File: config.mk
export PLATFORM = sky130hd
export DESIGN_NAME = ibex_sram_bank_bridge
export DESIGN_NICKNAME = d
export VERILOG_FILES = /design/src/rtl/ibex_sram_bank_bridge_pkg.sv /design/src/rtl/ibex_sram_bank_bridge_arb.sv /design/src/rtl/ibex_sram_bank_bridge.sv
export SDC_FILE = /design/constraint.sdc
export NUM_CORES = 1
export LEC_CHECK = 0
export ABC_AREA = 1
export CORE_AREA = 2 2 190 192
export CTS_CLUSTER_SIZE = 8
export DETAILED_ROUTE_END_ITERATION = 16
export DIE_AREA = 0 0 192 194
export GPL_ROUTABILITY_DRIVEN = 0
export PLACE_DENSITY = 0.53
export SLEW_MARGIN = 20
export SYNTH_ARGS = -nofsm -noshare
export SYNTH_HDL_FRONTEND = slang
export SYNTH_SLANG_ARGS = --single-unit
File: constraint.sdc
create_clock -name clk -period 2.03 [get_ports clk]
set_input_delay 0.406 -clock clk [delete_from_list [all_inputs] [get_ports clk]]
set_output_delay 0.406 -clock clk [all_outputs]
set_load 0.03 [all_outputs]
File: src/rtl/ibex_sram_bank_bridge_pkg.sv
// mem_bridge_defs: shared constants for the ibex <-> SRAM bank bridge.
//   MST_DATA / MST_INSTR : master identifiers, also the encoding of the
//                          per-bank round-robin pointer.
//   SRAM_DW              : data width of one SRAM macro word.
//   bank_idx_w()         : width of a bank index (at least 1 bit).
package mem_bridge_defs;

  localparam logic MST_DATA  = 1'b0;
  localparam logic MST_INSTR = 1'b1;

  localparam int SRAM_DW = 32;

  function automatic int bank_idx_w(input int num_banks);
    int w;
    w = 1;
    while ((1 << w) < num_banks) w++;
    return w;
  endfunction

endpackage

File: src/rtl/ibex_sram_bank_bridge_arb.sv
// mem_bank_rr_arb: two-master round-robin arbiter for one SRAM bank.
//   req_data, req_instr : bank requests from the data / instruction master
//   ptr                 : current pointer (master that wins the next conflict)
//   gnt_data, gnt_instr : one-hot (or zero) grant
//   ptr_nxt             : pointer value to register; changes only on a conflict
module mem_bank_rr_arb
  import mem_bridge_defs::*;
(
  input  logic req_data,
  input  logic req_instr,
  input  logic ptr,
  output logic gnt_data,
  output logic gnt_instr,
  output logic ptr_nxt
);

  always_comb begin
    gnt_data  = req_data;
    gnt_instr = req_instr;
    ptr_nxt   = ptr;
    if (req_data && req_instr) begin
      gnt_data  = (ptr == MST_DATA);
      gnt_instr = (ptr == MST_INSTR);
      ptr_nxt   = ~ptr;
    end
  end

endmodule

File: src/rtl/ibex_sram_bank_bridge.sv
// ibex_sram_bank_bridge: connects the ibex instruction and data ports to
// NUM_BANKS single-port 32x256 SRAM macros with a req/gnt/rvalid protocol.
//   clk, resetn            : system clock, async active-low reset
//   instr_*                : ibex instruction port (read only)
//   data_*                 : ibex data port
//   sram_csb_o/web_o       : per-bank chip select / write enable, active low
//   sram_wmask_o           : per-bank byte mask, bank b at [4b+:4]
//   sram_addr_o/din_o      : per-bank row address / write data
//   sram_dout_i            : per-bank read data, valid the cycle after access
// Grants are combinational; every grant gets exactly one rvalid pulse in the
// following cycle. Out-of-range accesses are granted, touch no bank and
// return err=1.
module ibex_sram_bank_bridge
  import mem_bridge_defs::*;
#(
  parameter int          NUM_BANKS = 4,
  parameter int          BANK_AW   = 8,
  parameter logic [31:0] BASE_ADDR = 32'h0000_0000
) (
  input  logic                         clk,
  input  logic                         resetn,

  input  logic                         instr_req_i,
  input  logic [31:0]                  instr_addr_i,
  output logic                         instr_gnt_o,
  output logic                         instr_rvalid_o,
  output logic [31:0]                  instr_rdata_o,
  output logic                         instr_err_o,

  input  logic                         data_req_i,
  input  logic                         data_we_i,
  input  logic [3:0]                   data_be_i,
  input  logic [31:0]                  data_addr_i,
  input  logic [31:0]                  data_wdata_i,
  output logic                         data_gnt_o,
  output logic                         data_rvalid_o,
  output logic [31:0]                  data_rdata_o,
  output logic                         data_err_o,

  output logic [NUM_BANKS-1:0]         sram_csb_o,
  output logic [NUM_BANKS-1:0]         sram_web_o,
  output logic [4*NUM_BANKS-1:0]       sram_wmask_o,
  output logic [BANK_AW*NUM_BANKS-1:0] sram_addr_o,
  output logic [32*NUM_BANKS-1:0]      sram_din_o,
  input  logic [32*NUM_BANKS-1:0]      sram_dout_i
);

  localparam int          BIW  = bank_idx_w(NUM_BANKS);
  localparam logic [32:0] SPAN = 33'(NUM_BANKS) << (BANK_AW + 2);

  // run_q holds off all accesses through the reset-release cycle
  logic run_q;
  logic active;

  always_ff @(posedge clk or negedge resetn) begin
    if (!resetn) run_q <= 1'b0;
    else         run_q <= 1'b1;
  end

  assign active = resetn & run_q;

  // Address decode
  logic [31:0]        i_off, d_off;
  logic               i_inr, d_inr;
  logic [BIW-1:0]     i_bank, d_bank;
  logic [BANK_AW-1:0] i_row, d_row;

  assign i_off  = instr_addr_i - BASE_ADDR;
  assign d_off  = data_addr_i - BASE_ADDR;
  assign i_inr  = {1'b0, i_off} < SPAN;
  assign d_inr  = {1'b0, d_off} < SPAN;
  // masking keeps the single-bank case pinned to bank 0
  assign i_bank = i_off[BANK_AW+2 +: BIW] & BIW'(NUM_BANKS - 1);
  assign d_bank = d_off[BANK_AW+2 +: BIW] & BIW'(NUM_BANKS - 1);
  assign i_row  = i_off[2 +: BANK_AW];
  assign d_row  = d_off[2 +: BANK_AW];

  // Per-bank arbitration and macro drive
  logic [NUM_BANKS-1:0] g_data, g_instr, ptr_q, ptr_nxt;

  for (genvar b = 0; b < NUM_BANKS; b++) begin : g_bank
    logic rq_d, rq_i;

    assign rq_d = active & data_req_i  & d_inr & (d_bank == BIW'(b));
    assign rq_i = active & instr_req_i & i_inr & (i_bank == BIW'(b));

    mem_bank_rr_arb u_arb (
      .req_data  (rq_d),
      .req_instr (rq_i),
      .ptr       (ptr_q[b]),
      .gnt_data  (g_data[b]),
      .gnt_instr (g_instr[b]),
      .ptr_nxt   (ptr_nxt[b])
    );

    assign sram_csb_o[b]                     = ~(g_data[b] | g_instr[b]);
    assign sram_web_o[b]                     = ~(g_data[b] & data_we_i);
    assign sram_wmask_o[4*b +: 4]            = g_data[b]  ? data_be_i :
                                               g_instr[b] ? 4'hF : 4'h0;
    assign sram_addr_o[BANK_AW*b +: BANK_AW] = g_data[b]  ? d_row :
                                               g_instr[b] ? i_row : '0;
    assign sram_din_o[32*b +: 32]            = g_data[b]  ? data_wdata_i : '0;
  end

  always_ff @(posedge clk or negedge resetn) begin
    if (!resetn) ptr_q <= {NUM_BANKS{MST_DATA}};
    else         ptr_q <= ptr_nxt;
  end

  // Out-of-range requests never reach a bank but are still granted
  assign instr_gnt_o = active & instr_req_i & (~i_inr | (|g_instr));
  assign data_gnt_o  = active & data_req_i  & (~d_inr | (|g_data));

  // Response tracking: one outstanding access per master
  logic           i_rv, i_err, i_rd;
  logic           d_rv, d_err, d_rd;
  logic [BIW-1:0] i_bank_q, d_bank_q;

  always_ff @(posedge clk or negedge resetn) begin
    if (!resetn) begin
      i_rv     <= 1'b0;
      i_err    <= 1'b0;
      i_rd     <= 1'b0;
      i_bank_q <= '0;
      d_rv     <= 1'b0;
      d_err    <= 1'b0;
      d_rd     <= 1'b0;
      d_bank_q <= '0;
    end else begin
      i_rv     <= instr_gnt_o;
      i_err    <= instr_gnt_o & ~i_inr;
      i_rd     <= instr_gnt_o & i_inr;
      i_bank_q <= i_bank;
      d_rv     <= data_gnt_o;
      d_err    <= data_gnt_o & ~d_inr;
      d_rd     <= data_gnt_o & d_inr & ~data_we_i;
      d_bank_q <= d_bank;
    end
  end

  assign instr_rvalid_o = i_rv;
  assign instr_err_o    = i_rv & i_err;
  assign instr_rdata_o  = (i_rv & i_rd) ? sram_dout_i[SRAM_DW*i_bank_q +: SRAM_DW] : '0;

  assign data_rvalid_o  = d_rv;
  assign data_err_o     = d_rv & d_err;
  assign data_rdata_o   = (d_rv & d_rd) ? sram_dout_i[SRAM_DW*d_bank_q +: SRAM_DW] : '0;

endmodule

==> results.md <==
* Outcome: complete, but fails checks
* Failing checks: negative setup slack
* Met3 usage at 4.851%
* Startpoint Class: input pin
* Vias in the first global route at ~8000
* Dominant synthesized flop cell: dfrtp_1
* CP Class: input pin to primary output
* Finished Layout Cells at around 1900
* Routed WL at 34.09 mm
* First-pass GRT wire length at about 46 mm
* CP peak stage delay at about 200 ps
* Crit. End Element: primary output
* Met2 GRT Util at a little over 30%
* Worst setup margin at -451.7 ps
* Period utilisation layout at 122.2%
* CP top delay family: buffers and inverters
* Max-slew headroom at 63.26%
* Count leader, synth: nor2_1
* CP max-delay cell: nand4_2
* Unrepaired setup endpoints after global routing: yes
* Num ports at 487
* Power Dens Cells at roughly 150 nW/um2
* Post-Syn Instances at 824
* Worst-path fanout max at 4
* Largest reg by FF count: ptr_q
* Peak supply drop at 236.9 uV
* Worst EP arrival at 2080 ps
* Yosys cell types at 28
* DR vias/cell at approximately 4.3
* Row count at between 60 and 70
* Top cells by count, synth: 164 x nor2_1, 143 x inv_1, 129 x a21oi_1
* Met1 GRT Util at 16.41%
* Final Max Slew Viols at 0
* Crit-path cells: buf_2 -> nor2_1 -> nand4_2 -> nor2_8 -> nand3_4 -> inv_4 -> nand2_4 -> buf_6 -> buf_12 -> buf_12 -> buf_12 -> o22ai_4 -> buf_6
* GRT Total Usage at 15.76%
* Min Tclk post-route at 2482 ps
* Max reg flops at 4
* Drt wl/cell at 18.06 um
* Clk sinks at 15
* Number of port buffers at ~480
* Post-route clock skew at 6.737 ps
* Buffers & Inverters on Critical Path at 7
* Number of buffers created by CTS at 3
* Max cap viols at 0
* Final net count at approximately 1700
* Clk_lat worst skew at approximately 250 ps
* Clock-pin slew on the worst setup and hold paths at 40 ps
* Most used cell along the critical path: buf_12
* Syn nets at approximately 1100
* Clock buffer depth at 2
* Worst slew pin tran at 549.4 ps
* Synth warn at 0
* Dominant cell type by area after synthesis: a21oi_1
* Clock root cell: clkbuf_16
* DR pass1 iterations at 5
* Biggest registers after layout: ptr_q x4, d_bank_q x2, i_bank_q x2
* Design Power at 1951 uW
* WP data required at about 1600 ps
* Multi-input combinational cell area at 4375 um2
* Gr busiest metal: met2
* Initial antenna violation count at 5
* Largest cells by area after synthesis: a21oi_1 15%, nor2_1 15%, inv_1 13%
* Core area at 35220 um2
* Post-route antenna net violation count at 0
* GRT Residual Overflow at 0
* Mapped Area at around 4200 um2
* DP HPWL at 24.09 mm
* H-tree depth at 1
* Register area share after synthesis at 8.860%
* Reg area at 385.4 um2
* Post-synthesis register bit count at 15
* Worst Hold Class: input pin to async pin
* Vias at 8101
* Largest net degree at the start of global routing at 65
* EDFF count, synth at 0
* Initial core utilization at 12.03%
* Syn Area/Cell at 5.141 um2
* # DRC at 0
* Pleak at 0.005981 uW
* Die area at about 37000 um2
* # fillers at between 3000 and 4000
* Die width at 192 um
* Hold Fails Final Rpt at 0
* Asr flop ratio synth at 100.0%
* CTS tree: done
* Top cell type's share of synthesized area at 15.24%
* Share of cells above drive strength 1 at 48.35%
* Initial detailed-routing violation count at 237
* Final Setup Violations at 231
* Area grow syn2layout at 213.7%
* Peak Freq at 403.0 MHz
* Placed cell count at about 1800
* Die Y-Extent at 194 um
==> report_power, final <==
| group | internal, uW | switching (uW) |
|---|---|---|
| Sequential | 310 | 11.8 |
| Combinational | 660 | 585 |
| Clock | 266 | 118 |
| Total | 1240 | 715 |
==> layout by cell type, fill, tap and decap left out, drive strengths merged <==
cell type and n:
o211ai 64, nand4 6, diode 4, dlygate4sd2 6, o22ai 32, xnor2 4, nand2 89, a21oi 129
nand3b 1, buf 446, and2 2, clkbuf 24, nand3 10, dfrtp 15, conb 1, bufbuf 1
nor3 1, clkdlybuf4s15 1, o21ai 86, clkdlybuf4s50 185, inv 150, nor2 170
==> cell families (layout without fill, tap and decap cells) <==
| family | Yosys count | in the layout | synth area share (%) |
|---|---|---|---|
| flip-flops | 15 | 15 | 8.860 |
| other | 1 | 5 | 0.08852 |
| AO/OA/AOI/OAI | 311 | 311 | 42.53 |
| buffers and inverters | 214 | 813 | 20.11 |
| XOR/XNOR | 4 | 4 | 0.8268 |
| AND/OR/NAND/NOR | 279 | 279 | 27.58 |
==> layer usage <==
metal	part of all wire, %	routed length [um]
met1	35	12100
met2	53	18030
met3	9.4	3207
met4	2.2	743
met5	0.038	13
==> final cells by class <==
class / instances / area share [%]
sequential: 15 / 2.900
multi-input combinational: 595 / 32.92
clock buffer: 4 / 0.5931
timing repair buffer: 659 / 54.84
tap: 461 / 4.340
antenna: 4 / 0.07532
inverter: 150 / 4.331
==> timing repair <==
action,in CTS,in global routing
setup buffers,39,31
hold buffers,0,0
setup endpoints to repair,230,250
pin swaps,45,64
cloned,7,19
resized for setup,336,298
==> path summary, 6_finish.rpt <==
path	start	endpoint	slack (ps)	cells past startpoint
min in group clk	data_addr_i[11]	d_bank_q[1]	530	1
max reg2reg	run_q	d_rd	360	11
min	resetn	d_err	290	2
max	data_addr_i[18]	sram_addr_o[2]	-450	13
min reg2reg	ptr_q[3]	ptr_q[3]	550	1
max in group asynchronous	resetn	ptr_q[3]	1590	2
==> metrics by stage <==
step / hold WS, ps / cell area [um2] / setup WS [ps] / utilization, % / setup TNS, ps
finish: 292.1 / 13290 / -451.7 / 37.73 / -72190
global route: 308.1 / 13280 / -562.4 / 37.71 / -96710
CTS: 303.9 / 11750 / -455.6 / 33.36 / -73440
detailed placement: 543.1 / 10680 / -1052 / 30.33 / -147290
global placement: 544.9 / 10680 / -1040 / 30.33 / -144950
floorplan: 110.4 / 4661 / -156.5 / - / -20130
(Power assumes the default switching activity.)
